==> config.mk <==
export PLATFORM = sky130hd
export DESIGN_NAME = boid_plot_stream
export DESIGN_NICKNAME = d
export VERILOG_FILES = /design/src/rtl/boid_pkg.sv /design/src/rtl/boid_plot_stream_pix_addr_gen.sv /design/src/rtl/boid_plot_stream.sv
export SDC_FILE = /design/constraint.sdc
export NUM_CORES = 1
export LEC_CHECK = 0
export BUFFER_PORTS_ARGS = -buffer_cell sky130_fd_sc_hd__buf_2
export CORE_ASPECT_RATIO = 2
export CORE_MARGIN = 1
export CORE_UTILIZATION = 45
export DETAILED_ROUTE_END_ITERATION = 16
export GPL_TIMING_DRIVEN = 0
export PLACE_DENSITY = 0.82
export RECOVER_POWER = 25
export SYNTH_ARGS = -nofsm -noshare
export SYNTH_HDL_FRONTEND = slang
export SYNTH_SLANG_ARGS = --single-unit
==> constraint.sdc <==
create_clock -name clk -period 1.4 [get_ports clk]
set_input_delay 0.28 -clock clk [delete_from_list [all_inputs] [get_ports clk]]
set_output_delay 0.28 -clock clk [all_outputs]
set_load 0.02 [all_outputs]
==> src/rtl/boid_pkg.sv <==
// Shared types and defaults for the boid plotting pipeline.
package boid_pkg;

    typedef logic [31:0] fix16_t;

    localparam int unsigned H_RES_DEF      = 640;
    localparam int unsigned V_RES_DEF      = 480;
    localparam logic [7:0]  BOID_COLOR_DEF = 8'hFF;
    localparam logic [7:0]  BG_COLOR_DEF   = 8'h00;

    typedef enum logic [1:0] {
        IDLE  = 2'd0,
        ERASE = 2'd1,
        DRAW  = 2'd2
    } plot_state_t;

endpackage

==> src/rtl/boid_plot_stream_pix_addr_gen.sv <==
// Integer pixel coordinate to linear frame-buffer address, plus off-screen flag.
module pix_addr_gen
    import boid_pkg::*;
#(
    parameter int unsigned H_RES  = H_RES_DEF,
    parameter int unsigned V_RES  = V_RES_DEF,
    parameter int unsigned ADDR_W = 19
) (
    input  logic [15:0]       x_i,
    input  logic [15:0]       y_i,
    output logic [ADDR_W-1:0] addr_o,
    output logic              clip_o
);

    localparam int unsigned FULL_W = 34;

    // Full-precision y*H_RES + x, truncated to the frame-buffer width.
    assign addr_o = ADDR_W'(FULL_W'(y_i) * FULL_W'(H_RES) + FULL_W'(x_i));
    assign clip_o = (32'(x_i) >= 32'(H_RES)) || (32'(y_i) >= 32'(V_RES));

endmodule

==> src/rtl/boid_plot_stream.sv <==
// Erase-old / draw-new pixel writer with stall-able frame-buffer port and frame pacing.
// Define BOID_PLOT_TRAIL_EN to suppress erase writes (boids leave trails).
module boid_plot_stream
    import boid_pkg::*;
#(
    parameter int unsigned N_BOIDS    = 2,
    parameter int unsigned H_RES      = H_RES_DEF,
    parameter int unsigned V_RES      = V_RES_DEF,
    parameter int unsigned ADDR_W     = 19,
    parameter logic [7:0]  BOID_COLOR = BOID_COLOR_DEF,
    parameter logic [7:0]  BG_COLOR   = BG_COLOR_DEF
) (
    input  logic              clk,
    input  logic              reset,
    input  logic              upd_valid,
    output logic              upd_ready,
    input  fix16_t            old_x,
    input  fix16_t            old_y,
    input  fix16_t            new_x,
    input  fix16_t            new_y,
    output logic              px_we,
    input  logic              px_grant,
    output logic [ADDR_W-1:0] px_addr,
    output logic [7:0]        px_data,
    output logic              frame_done
);

    localparam int unsigned CNT_W = $clog2(N_BOIDS) + 1;

`ifdef BOID_PLOT_TRAIL_EN
    localparam bit TRAIL_EN = 1'b1;
`else
    localparam bit TRAIL_EN = 1'b0;
`endif

    plot_state_t       state_q, state_d;
    logic              px_we_q, px_we_d;
    logic [ADDR_W-1:0] px_addr_q, px_addr_d;
    logic [7:0]        px_data_q, px_data_d;
    logic              frame_done_q, frame_done_d;
    logic [CNT_W-1:0]  frame_cnt_q, frame_cnt_d;
    logic [ADDR_W-1:0] new_addr_q, new_addr_d;
    logic              new_clip_q, new_clip_d;

    logic [ADDR_W-1:0] old_addr, new_addr;
    logic              old_clip, new_clip;
    logic              same_pix, skip_erase, wr_done;
    logic              unused_frac;

    pix_addr_gen #(.H_RES(H_RES), .V_RES(V_RES), .ADDR_W(ADDR_W)) u_old_addr (
        .x_i    (old_x[31:16]),
        .y_i    (old_y[31:16]),
        .addr_o (old_addr),
        .clip_o (old_clip)
    );

    pix_addr_gen #(.H_RES(H_RES), .V_RES(V_RES), .ADDR_W(ADDR_W)) u_new_addr (
        .x_i    (new_x[31:16]),
        .y_i    (new_y[31:16]),
        .addr_o (new_addr),
        .clip_o (new_clip)
    );

    // Only integer parts select a pixel; fractional bits are intentionally dropped.
    assign unused_frac = ^{old_x[15:0], old_y[15:0], new_x[15:0], new_y[15:0]};
    assign same_pix    = (old_x[31:16] == new_x[31:16]) && (old_y[31:16] == new_y[31:16]);
    assign skip_erase  = old_clip || same_pix || TRAIL_EN;
    // A phase ends on grant, or immediately when it issues no write.
    assign wr_done     = !px_we_q || px_grant;

    always_comb begin
        state_d      = state_q;
        px_we_d      = px_we_q;
        px_addr_d    = px_addr_q;
        px_data_d    = px_data_q;
        frame_done_d = 1'b0;
        frame_cnt_d  = frame_cnt_q;
        new_addr_d   = new_addr_q;
        new_clip_d   = new_clip_q;
        case (state_q)
            IDLE: begin
                if (upd_valid) begin
                    state_d    = ERASE;
                    new_addr_d = new_addr;
                    new_clip_d = new_clip;
                    if (skip_erase) begin
                        px_we_d = 1'b0;
                    end else begin
                        px_we_d   = 1'b1;
                        px_addr_d = old_addr;
                        px_data_d = BG_COLOR;
                    end
                end
            end
            ERASE: begin
                if (wr_done) begin
                    state_d = DRAW;
                    if (new_clip_q) begin
                        px_we_d = 1'b0;
                    end else begin
                        px_we_d   = 1'b1;
                        px_addr_d = new_addr_q;
                        px_data_d = BOID_COLOR;
                    end
                end
            end
            DRAW: begin
                if (wr_done) begin
                    state_d = IDLE;
                    px_we_d = 1'b0;
                    if (frame_cnt_q == CNT_W'(N_BOIDS - 1)) begin
                        frame_cnt_d  = '0;
                        frame_done_d = 1'b1;
                    end else begin
                        frame_cnt_d = frame_cnt_q + CNT_W'(1);
                    end
                end
            end
            default: begin
                state_d = IDLE;
                px_we_d = 1'b0;
            end
        endcase
    end

    always_ff @(posedge clk or negedge reset) begin
        if (!reset) begin
            state_q      <= IDLE;
            px_we_q      <= 1'b0;
            px_addr_q    <= '0;
            px_data_q    <= '0;
            frame_done_q <= 1'b0;
            frame_cnt_q  <= '0;
            new_addr_q   <= '0;
            new_clip_q   <= 1'b0;
        end else begin
            state_q      <= state_d;
            px_we_q      <= px_we_d;
            px_addr_q    <= px_addr_d;
            px_data_q    <= px_data_d;
            frame_done_q <= frame_done_d;
            frame_cnt_q  <= frame_cnt_d;
            new_addr_q   <= new_addr_d;
            new_clip_q   <= new_clip_d;
        end
    end

    assign upd_ready  = (state_q == IDLE);
    assign px_we      = px_we_q;
    assign px_addr    = px_addr_q;
    assign px_data    = px_data_q;
    assign frame_done = frame_done_q;

endmodule

# Yosys cells after proc, flatten, opt, wreduce, memory -nomap -nowiden

Cells that the tools add are included.

Bits in registers: 53
Bits of input ports: 132
Output and inout bits: 30

Add/sub/neg operators: 3
$mul: 2
Magnitude comparators: 4
Equality and inequality tests: 10
Multiplexer cells: 24
Reductions and logical operators: 12

Operators with widths:

| operator              | number |
|---|---|
| $mux 19               | 4 |
| $add 19x16->19        | 2 |
| $pmux 19 s2           | 1 |
| $eq 16x16->1          | 2 |
| $ge 16x10->1 const B  | 2 |
| $ge 16x9->1 const B   | 2 |
| $mul 16x3->12 const B | 2 |
| $mux 8                | 4 |
| $pmux 8 s2            | 1 |
| $ne 2x2->1 const B    | 5 |
| $mux 1                | 8 |
| $mux 2                | 4 |
| $pmux 2 s3            | 1 |
| $reduce_and 5->1      | 1 |
| $eq 2x1->1 const B    | 2 |
| $logic_or 1x1->1      | 4 |
| $reduce_and 2->1      | 2 |
| $pmux 1 s3            | 1 |
| $reduce_and 3->1      | 1 |
| $add 2x1->2 const B   | 1 |
| $eq 2x2->1 const B    | 1 |
| $logic_not 2->1       | 1 |
| $reduce_bool 2->1     | 1 |
| $logic_and 1x1->1     | 1 |
| $logic_not 1->1       | 1 |

# Longest topological paths before layout

Depth in word-level cells: 6
Depth in mapped cells: 15

# By module

Synthesis repeated with hierarchy kept, for this count alone.

Cells, all modules: 583
Area total of the unflattened synthesis: 5200.0 µm²

Modules (own cells, without submodules):

| module           | instances | cells an instance | area each (µm²) |
|---|---|---|---|
| boid_plot_stream | 1         | 325               | 3185.6 |
| pix_addr_gen     | 2         | 129               | 1007.2 |

# Worst setup path after synthesis

Ideal clock, no wire load.

Path kind: input -> register
From: input new_y[17]
To: register new_addr_q[17]
Arrival time: 2.932 ns
Slack: -1.656 ns
Stages on the path: 14
Path buffers: 0
Path through: ha_1 ha_1 inv_1 fa_1 nor2b_1 o21ai_2 nor2b_1 xnor2_1 ha_1 or2_2 a21oi_1 a2111oi_4 xnor2_1 mux2_2

Word-level cells in the longest chain between the ends: 2

RTL lines:

| item                 | RTL line                            | text |
|---|---|---|
| from (decl)          | boid_plot_stream.sv:20              | `input fix16_t new_y,` |
| $mul 16x3->12        | boid_plot_stream_pix_addr_gen.sv:18 | `assign addr_o = ADDR_W'(FULL_W'(y_i) * FULL_W'(H_RES) + FULL_W'(x_i));` |
| $add 19x16->19       | boid_plot_stream_pix_addr_gen.sv:18 |  |
| to (signal assigned) | boid_plot_stream.sv:143             | `new_addr_q <= new_addr_d;` |
| to (decl)            | boid_plot_stream.sv:42              | `logic [ADDR_W-1:0] new_addr_q, new_addr_d;` |

No other way between the ends.
A chain may end at the register's enable or synchronous reset.

# Worst setup path after layout

From: input new_y[19]
To: register new_addr_q[17]

Same word-level chain as after synthesis.

==> impl_metrics.yaml <==
synth:
  ys_types: 53
  ys_seq_area_frac: 0.277
  ys_seq_elements: 46
  muxShareOfSynthArea: 0.0108
  ys_warn_count: 0
  syn_area_sq_mm: 0.00416
  syn-num-nets: 661
  yosys.area_share.simple: 0.178
  synth_fa_ha_area_frac: 0.182
  synth_compound_area_frac: 0.191
  synth-xor-area-share: 0.124
  avgSynthCellArea_sq_um: 8.84
  synth_cells: 471
  synth_top_family_by_area: "compound AO/OA/AOI/OAI gates"
die:
  die_area_sq_mm: 0.00966
  core_sq_mm: 0.00901
  start_util: 0.462
  die_w_um: 70.0
  num_rows: 49
  die_h_um: 138
  pin_count: 162
routing:
  drt-initial-drc-count: 302
  via_count: 4396
  drt-wirelength-per-cell_um: 20.0
  wirelength_mm: 14.5
  drcViolationCount: 0
  firstDrtPassIters: 6
  ant_nets: 0
  via_per_inst: 6.06
sta:
  fin_crit_ps: 2700
  worstMarginPinSlew_ps: 1150
  relSlewSlack: 0.236
  finalMaxSlewViolations: 0
  rsz0062_at_grt: "yes"
  timing.hold.ws_ps: 200
  setup_viol: 30
  finalCritPeriodShare: 1.93
  max_freq_mhz: 371
  setup_slack_ps: -1300
  hold_viol_final: 0
  skew_ps: 4.99
layout:
  final_area_sq_mm: 0.00628
  drive_gt1_frac: 0.470
  fill_cells: 627
  final_nets: 813
  diodes: 0
  area.growth.synth_to_final_pct: 50.8
  final_cells: 725
place:
  portBuffers: 97
  placed_cells: 670
  gp_congestion: 0.923
  place_area_sq_mm: 0.00504
  hpwl_mm: 9.88
setup_path:
  path_max_fanout: 3
  setup.worst_path.end_class: "register"
  required_ps: 1580
  cp.arrival_ps: 2880
  crit_start: "new_y[19]"
  path_class: "input port to register"
  crit_path_start_kind: "input port"
  rr_startpoint: "state_q[1]"
grt:
  grt_pass1_vias: 4282
  overflow: 0
  grtUsageTotal: 0.282
  grt_first_pass_wirelength_mm: 21.4
  grt_max_degree: 47
  antenna_found_initial: 0
clock_network:
  cts_max_level: 2
  cts.sinks: 46
  clock-root-buffer: "clkbuf_16"
  clk_pin_slew_ps: 60
  cts_tree: "yes"
  postCtsHoldBufs: 0
  cts_buffer_depth: 2
  cts_buffers: 5
  clk_latency_ps: 290
run_status:
  outcome: "finished, violations left"
  violations: "negative setup slack"
power:
  p_total_uw: 10100
  leakage_uw: 0.00271
  ir_drop_mv: 0.829
  power.density_mw_per_mm2: 1610
flow_run:
  max_cap_violations: 0
hold_path:
  hp-class: "input port to asynchronous set/reset pin"
-- final cells by class --
type / count / area [sq um] / share of cell area
clock buffer: 6 / 139 / 0.0221
clock inverter: 1 / 30.0 / 0.00478
timing repair buffer: 146 / 996 / 0.159
tap: 102 / 128 / 0.0203
multi-input combinational: 393 / 3640 / 0.581
inverter: 15 / 56.3 / 0.00897
sequential: 46 / 1150 / 0.184
buffer: 16 / 128 / 0.0203
-- worst paths after layout --
| kind | endpoint | slack, ps | cells past startpoint |
|---|---|---|---|
| max | new_addr_q[17] | -1300 | 15 |
| min | frame_cnt_q[0] | 200 | 1 |
| max reg2reg | px_addr[18] | -360 | 7 |
| min reg2reg | frame_done | 420 | 1 |
| max in group asynchronous | state_q[0] | 430 | 1 |
| min in group clk | new_addr_q[1] | 210 | 3 |
-- critical path, cell delays in order --
cell       delay (ps)
buf_12            110
ha_4              260
ha_4              130
inv_2              40
fa_2              360
nor2b_2           130
o21ai_2            70
nor2b_4           130
xnor2_2           180
ha_4              240
or2_4             260
a21oi_4           170
a2111oi_4          70
xnor2_1           180
mux2_4            270
-- report_power, final --
part           internal (uW)  switching [uW]  total (uW)
clock network            882             515        1400
registers               1980             521        2500
logic                   2890            3340        6240
-- metrics by stage --
stage	setup slack, ps	TNS [ps]	util
after detailed placement	-1790	-32310	0.559
final	-1300	-19140	0.696
after global routing	-1380	-20920	0.696
after CTS	-1250	-17800	0.651
after global placement	-1740	-31450	0.559
after floorplan	-1430	-18420	-
-- registers in the layout, summed over array words and instances (netlist names) --
signal       cells
px_we            1
px_addr         19
new_clip_q       1
state_q          2
new_addr_q      19
px_data          1
frame_done       1
frame_cnt_q      2
-- routing by layer --
layer / routed length [um] / track usage / up-vias
li1: - / - / 1989
met1: 5020 / 0.300 / 2092
met2: 7550 / 0.508 / 234
met3: 749 / 0.0379 / 81
met4: 1180 / 0.177 / 0
met5: 0 / 0 / -
-- cell usage in the layout, fill, tap and decap left out, drive strengths merged, types with 13 or more instances in the layout --
cell   count
a21oi     17
a31oi     13
inv       15
nor2      34
xnor2     51
o21ai     34
dfrtp     46
ha        54
nand2     67
buf      156
-- cells by family after synthesis --
| group | count (synthesis) |
|---|---|
| fa+ha+maj | 58 |
| compound gates | 112 |
| xor+xnor | 59 |
| simple gates | 159 |
| buf+inv | 33 |
| flops | 46 |
| mux | 4 |
-- what timing repair did --
| item | 4_1_cts | 5_1_grt |
|---|---|---|
| pin swaps | 49 | 41 |
| hold endpoints to repair | 0 | 0 |
| resized for setup | 83 | 80 |
| setup buffers | 34 | 16 |
| setup endpoints to repair | 38 | 50 |
| gates cloned | 3 | 1 |
-- synthesized netlist by cell type, drive strengths merged --
cell type  count  share of area
xnor2         51           0.11
clkbuf         8         0.0072
inv           15          0.014
and2b          1         0.0018
ha            54           0.16
o21a           9          0.016
o21bai         2         0.0036
a2111oi        2          0.010
or4            1         0.0018
a21oi         17          0.022
a221oi         1         0.0036
nand2b         4         0.0060
o211ai         3         0.0054
o21ai         33          0.042
and3           1         0.0015
buf           10          0.017
nor4           7          0.011
a31oi         13          0.020
fa             4          0.019
nor3b          3         0.0054
a21boi         2         0.0063
or3            1         0.0015
nor2          34          0.031
a211o          2         0.0042
xor2           8          0.017
a41oi          2         0.0060
nand3          8         0.0096
o221ai         1         0.0021
or2            1         0.0015
o31a           3         0.0063
o31ai          4         0.0084
nor2b          7          0.012
dfrtp         46           0.28
o41ai          2         0.0042
and2           4         0.0060
a21o           9          0.016
nand4         12          0.018
a211oi         7          0.014
nor3           8          0.011
mux2           4          0.011
nand2         67          0.060
(Power assumes the default switching activity.)
